`src/rtl/registro_pipeline_if.sv`:
```
// rtl/registro_pipeline_if.sv - valid/ready stream bundle for registro_pipeline
// The master drives the input word and the downstream ready; the slave is the pipeline.
interface registro_pipeline_if #(
    parameter int WIDTH = 23
) ();
    logic             in_valid;
    logic [WIDTH-1:0] in_data;
    logic             in_ready;
    logic             out_valid;
    logic [WIDTH-1:0] out_data;
    logic             out_ready;

    modport master (
        output in_valid, in_data, out_ready,
        input  in_ready, out_valid, out_data
    );

    modport slave (
        input  in_valid, in_data, out_ready,
        output in_ready, out_valid, out_data
    );
endinterface

```
`src/rtl/registro_pipeline.sv`:
```
// rtl/registro_pipeline.sv - multi-stage pipeline register with bubble collapse
// Each stage advances when it is empty or the stage after it advances, so a stalled pipe fills completely.
module registro_pipeline #(
    parameter int WIDTH = 23,
    parameter int DEPTH = 4,
    localparam int CW   = $clog2(DEPTH + 1)
) (
    input  logic                 clk,
    input  logic                 reset,
    input  logic                 en,
    input  logic                 flush,
    registro_pipeline_if.slave   bus,
    output logic [CW-1:0]        count
);

    logic [DEPTH-1:0] r_v;
    logic [WIDTH-1:0] r_d [DEPTH];
    logic [CW-1:0]    r_count;

    logic [DEPTH-1:0] w_take;
    logic [DEPTH-1:0] w_src_v;
    logic [WIDTH-1:0] w_src_d [DEPTH];
    logic [DEPTH-1:0] w_v_next;
    logic [CW-1:0]    w_count_next;
    logic             w_move;

    // Ready ripples back from the output: this is the DEPTH-long OR chain.
    always_comb begin
        logic t;
        w_take = '0;
        t = ~r_v[DEPTH-1] | bus.out_ready;
        w_take[DEPTH-1] = t;
        for (int i = DEPTH - 2; i >= 0; i--) begin
            t = ~r_v[i] | t;
            w_take[i] = t;
        end
    end

    always_comb begin
        w_src_v = '0;
        for (int i = 0; i < DEPTH; i++) begin
            w_src_d[i] = '0;
        end
        w_src_v[0] = bus.in_valid;
        w_src_d[0] = bus.in_data;
        for (int i = 1; i < DEPTH; i++) begin
            w_src_v[i] = r_v[i-1];
            w_src_d[i] = r_d[i-1];
        end
    end

    always_comb begin
        w_move       = en & ~flush;
        w_v_next     = '0;
        w_count_next = '0;
        for (int i = 0; i < DEPTH; i++) begin
            w_v_next[i] = w_take[i] ? w_src_v[i] : r_v[i];
        end
        if (flush) begin
            w_v_next = '0;
        end
        for (int i = 0; i < DEPTH; i++) begin
            w_count_next = w_count_next + CW'(w_v_next[i]);
        end
    end

    // Data registers only load real words, so a drained output keeps its last value.
    always_ff @(posedge clk or posedge reset) begin
        if (reset) begin
            r_v     <= '0;
            r_count <= '0;
            for (int i = 0; i < DEPTH; i++) begin
                r_d[i] <= '0;
            end
        end else if (en) begin
            r_v     <= w_v_next;
            r_count <= w_count_next;
            if (!flush) begin
                for (int i = 0; i < DEPTH; i++) begin
                    if (w_take[i] && w_src_v[i]) begin
                        r_d[i] <= w_src_d[i];
                    end
                end
            end
        end
    end

    assign bus.in_ready  = w_take[0] & w_move & ~reset;
    assign bus.out_valid = r_v[DEPTH-1] & w_move & ~reset;
    assign bus.out_data  = r_d[DEPTH-1];
    assign count         = r_count;

endmodule
```
`src/flat_wrapper.sv`:
```
// flat-port wrapper written by rule: the top's interface ports become plain ports
module registro_pipeline_flat 
#(
    parameter int WIDTH = 23,
    parameter int DEPTH = 4,
    localparam int CW   = $clog2(DEPTH + 1)
)
  (clk, reset, en, flush, count, bus_in_valid, bus_in_data, bus_out_ready, bus_in_ready, bus_out_valid, bus_out_data);
  registro_pipeline_if #(.WIDTH(WIDTH)) bus_i ();
  input  logic clk;
  input  logic reset;
  input  logic en;
  input  logic flush;
  output logic [CW-1:0] count;
  input wire logic [$bits(bus_i.in_valid)-1:0] bus_in_valid;
  input wire logic [$bits(bus_i.in_data)-1:0] bus_in_data;
  input wire logic [$bits(bus_i.out_ready)-1:0] bus_out_ready;
  output wire logic [$bits(bus_i.in_ready)-1:0] bus_in_ready;
  output wire logic [$bits(bus_i.out_valid)-1:0] bus_out_valid;
  output wire logic [$bits(bus_i.out_data)-1:0] bus_out_data;
  assign bus_i.in_valid = bus_in_valid;
  assign bus_i.in_data = bus_in_data;
  assign bus_i.out_ready = bus_out_ready;
  assign bus_in_ready = bus_i.in_ready;
  assign bus_out_valid = bus_i.out_valid;
  assign bus_out_data = bus_i.out_data;
  registro_pipeline #(.WIDTH(WIDTH), .DEPTH(DEPTH)) u_core (.clk(clk), .reset(reset), .en(en), .flush(flush), .bus(bus_i), .count(count));
endmodule
```
`config.mk`:
```
export PLATFORM = sky130hd
export DESIGN_NAME = registro_pipeline_flat
export DESIGN_NICKNAME = d
export VERILOG_FILES = /design/src/rtl/registro_pipeline_if.sv /design/src/rtl/registro_pipeline.sv /design/src/flat_wrapper.sv
export SDC_FILE = /design/constraint.sdc
export NUM_CORES = 1
export LEC_CHECK = 0
export BUFFER_PORTS_ARGS = -buffer_cell sky130_fd_sc_hd__buf_4
export CORE_MARGIN = 2
export CORE_UTILIZATION = 35
export DETAILED_ROUTE_END_ITERATION = 16
export HOLD_SLACK_MARGIN = 0.15
export PLACE_DENSITY = 0.54
export SETUP_SLACK_MARGIN = 0.2
export SYNTH_ARGS = -nofsm -noshare
export SYNTH_HDL_FRONTEND = slang
export SYNTH_SLANG_ARGS = --single-unit
```
`constraint.sdc`:
```
create_clock -name clk -period 5.4 [get_ports clk]
set_clock_uncertainty 0.1 [all_clocks]
set_input_delay 1.08 -clock clk [delete_from_list [all_inputs] [get_ports clk]]
set_output_delay 1.08 -clock clk [all_outputs]
set_load 0.02 [all_outputs]
```
==> results.py <==
metrics = {
    "clock_tree": {
        "cts_tree": "done",
        "cts_root_buffer": "clkbuf_16",
        "cts_made_buffers": 9,
        "post_cts_buffers": 0,
        "path_clk_slew_ns": 0.06,
        "htreeDepth": 3,
        "cts_hold_buf": 0,
        "ctsResizeCount": 0,
        "clock_latency_ns": 0.34,
        "cts.sinks": 99,
        "cts_buffer_depth": 2,
    },
    "run": {
        "maxCapViolCount": 0,
    },
    "timing": {
        "fin_crit_sh_pct": 60.0,
        "fin_tns_setup_ns": 0,
        "rsz0062_at_grt": "no",
        "whs_ns": 0.382,
        "maxSlewHeadroom_pct": 55.0,
        "final-setup-viol-count": 0,
        "worst_pin_slew_ns": 0.673,
        "layout_min_cycle_time_ns": 3.24,
        "fmax_ghz": 0.309,
        "final_hold_viol_count": 0,
        "final_max_slew_viol_count": 0,
    },
    "die": {
        "io_pins": 57,
        "dieArea_sq_um": 12500,
        "die_x_um": 112,
        "die_y_um": 112,
        "fp-row-count": 39,
        "core_area_sq_um": 11400,
        "initial_utilization_pct": 35.8,
    },
    "setup_path": {
        "rr_startpoint": "u_core.r_v[2]$_DFFE_PP0P_",
        "endpoint_kind": "output port",
        "r2r_cells": 7,
        "crit_required_ns": 4.22,
        "critical_path_class": "input port to output port",
        "timing.rr.end": "u_core.count[1]$_DFFE_PP0P_",
        "start_kind": "input port",
        "arrival_ns": 2.06,
        "path_max_fanout": 8,
        "ff2ff_setup_slack_ns": 2.83,
    },
    "power_and_ir_drop": {
        "power_frac_clock_pct": 31.3,
        "p_int_w": 0.00153,
        "switching_share_pct": 24.6,
        "p_per_area_nw_per_um2": 428,
        "vdd_ir_drop_max_v": 0.000259,
        "p_leak_nw": 2.23,
        "pwr-share-seq_pct": 51.7,
        "combPwrFrac_pct": 16.9,
        "p_sw_w": 0.000499,
    },
    "min_path": {
        "hold_end": "u_core.r_d[69]$_DFFE_PP0P_",
        "holdCritStartpoint": "u_core.r_d[69]$_DFFE_PP0P_",
        "hold_depth": 1,
        "hold_path_class": "flip-flop to flip-flop",
    },
    "synth": {
        "synth-edff-count": 0,
        "synth_nets": 296,
        "syn_inst": 264,
        "synth_cell_type_count": 27,
        "synth_common_cells": "dfrtp_1 (99), mux2_2 (88), buf_4 (27)",
        "synth_ff_type": "dfrtp_1",
        "synth_top_area_cell": "dfrtp_1",
        "synthArstFlopShare_pct": 100,
        "post-synth-top-count-cell": "dfrtp_1",
        "syn_avg_cell_area_sq_um": 15.4,
        "synth.area.top_cells": "dfrtp_1 (61%), mux2_2 (24%), buf_4 (5.0%)",
        "seq_area_frac_synth_pct": 60.8,
        "synth.top_cell.area_share_pct": 60.8,
        "ys_warn_count": 0,
        "ys_ff_latch": 99,
        "syn-cell-area_sq_um": 4070,
    },
    "detailed_routing": {
        "route.detailed.drc": 0,
        "num_vias": 2120,
        "totalWireLength_um": 7010,
        "viasPerCell": 4.73,
        "antenna_left": 0,
        "initialDrtViolationCount": 115,
        "wire_per_inst_um": 15.6,
        "firstDrtPassIters": 4,
    },
    "placement": {
        "place.gp.congestion": 0.680,
        "io_buffers": 56,
        "dpl.hpwl_um": 4490,
    },
    "global_route": {
        "grt_max_degree": 55,
        "track_usage_pct": 12.2,
        "grt_pass1_vias": 2169,
        "grt_pass1_wl_um": 11600,
        "grt-ovfl-total": 0,
        "antenna_found_initial": 0,
    },
    "final_layout": {
        "area_delta_synth_final_pct": 16.6,
        "diodes": 0,
        "fin_nets": 332,
        "drive_above_1_share_pct": 55.1,
    },
    "outcome": {
        "status": "finished clean",
    },
}
[metrics by stage]
| stage | cell area, sq um | setup WS (ns) | std cells | utilization (%) | power, W |
|---|---|---|---|---|---|
| floorplan | 4070 | 1.63 | 264 | - | 0.00133 |
| global placement | 4450 | 2.02 | 432 | 39.2 | 0.00140 |
| detailed placement | 4450 | 1.97 | 432 | 39.2 | 0.00142 |
| CTS | 4750 | 2.16 | 448 | 41.8 | 0.00207 |
| global route | 4750 | 2.10 | 448 | 41.8 | 0.00216 |
| finish | 4750 | 2.16 | 448 | 41.8 | 0.00203 |
[layer usage]
metal	global-route usage, %	part of all wire [%]	up-vias
li1	-	-	969
met1	16.1	47	1101
met2	18.6	47	40
met3	4.14	4.5	10
met4	4.69	1.6	0
met5	0	0	-
[critical path: stages]
cell      delay, ns
buf_4          0.12
and3b_1        0.51
a311oi_1       0.16
buf_4          0.18
[layout make-up]
| cell class | instances | area [sq um] |
|---|---|---|
| multi-input combinational | 124 | 1320 |
| sequential | 99 | 2480 |
| clock buffer | 12 | 246 |
| fill | 1051 | 6620 |
| tap | 143 | 179 |
| clock inverter | 4 | 50.0 |
| timing repair buffer | 61 | 458 |
| inverter | 5 | 21.3 |
[sequential cells by signal, indices dropped and copies added (netlist names)]
signal and cells:
u_core.r_d 69, u_core.bus.out_data 23, u_core.r_v 4, u_core.count 3
[worst max-delay path by stage]
stage	cells past startpoint	slack, ns	to	startpoint
2_1_floorplan	1	1.63	u_core.bus.out_data[0]$_DFFE_PP0P_	reset
3_3_place_gp	8	2.02	u_core.count[1]$_DFFE_PP0P_	bus_out_ready
3_5_place_dp	8	1.97	u_core.count[1]$_DFFE_PP0P_	bus_out_ready
4_1_cts	4	2.16	bus_in_ready	bus_out_ready
5_1_grt	4	2.10	bus_in_ready	bus_out_ready
6_report	4	2.16	bus_in_ready	bus_out_ready
[cells in the final DEF, fill, tap and decap left out, drive strengths merged, types with 2 or more instances in the layout]
cell,Yosys,layout
clkbuf,1,12
o22ai,3,3
mux2,95,95
nor2b,2,2
nor3,2,2
inv,5,5
a311oi,2,2
buf,35,61
dfrtp,99,99
a21oi,3,3
nand2b,2,2
clkinvlp,0,2
nor2,5,5
ha,2,2
[power groups by stage]
stage,clock [W],sequential (W),combinational (W)
floorplan,0,0.00103,0.000298
global placement,0,0.00106,0.000340
detailed placement,0,0.00107,0.000352
CTS,0.000664,0.00105,0.000353
global route,0.000695,0.00108,0.000378
finish,0.000637,0.00105,0.000344
[cells by family (layout without fill, tap and decap cells)]
kind of cell	after synthesis	in the layout	share of synthesized area [%]
AOI/OAI and AO/OA	12	12	2.73
muxes	95	95	26.3
buffers and inverters	41	82	6.97
and+or+nand+nor	14	14	2.12
adders and majority gates	3	3	1.11
DFF	99	99	60.8
(Power assumes the default switching activity.)
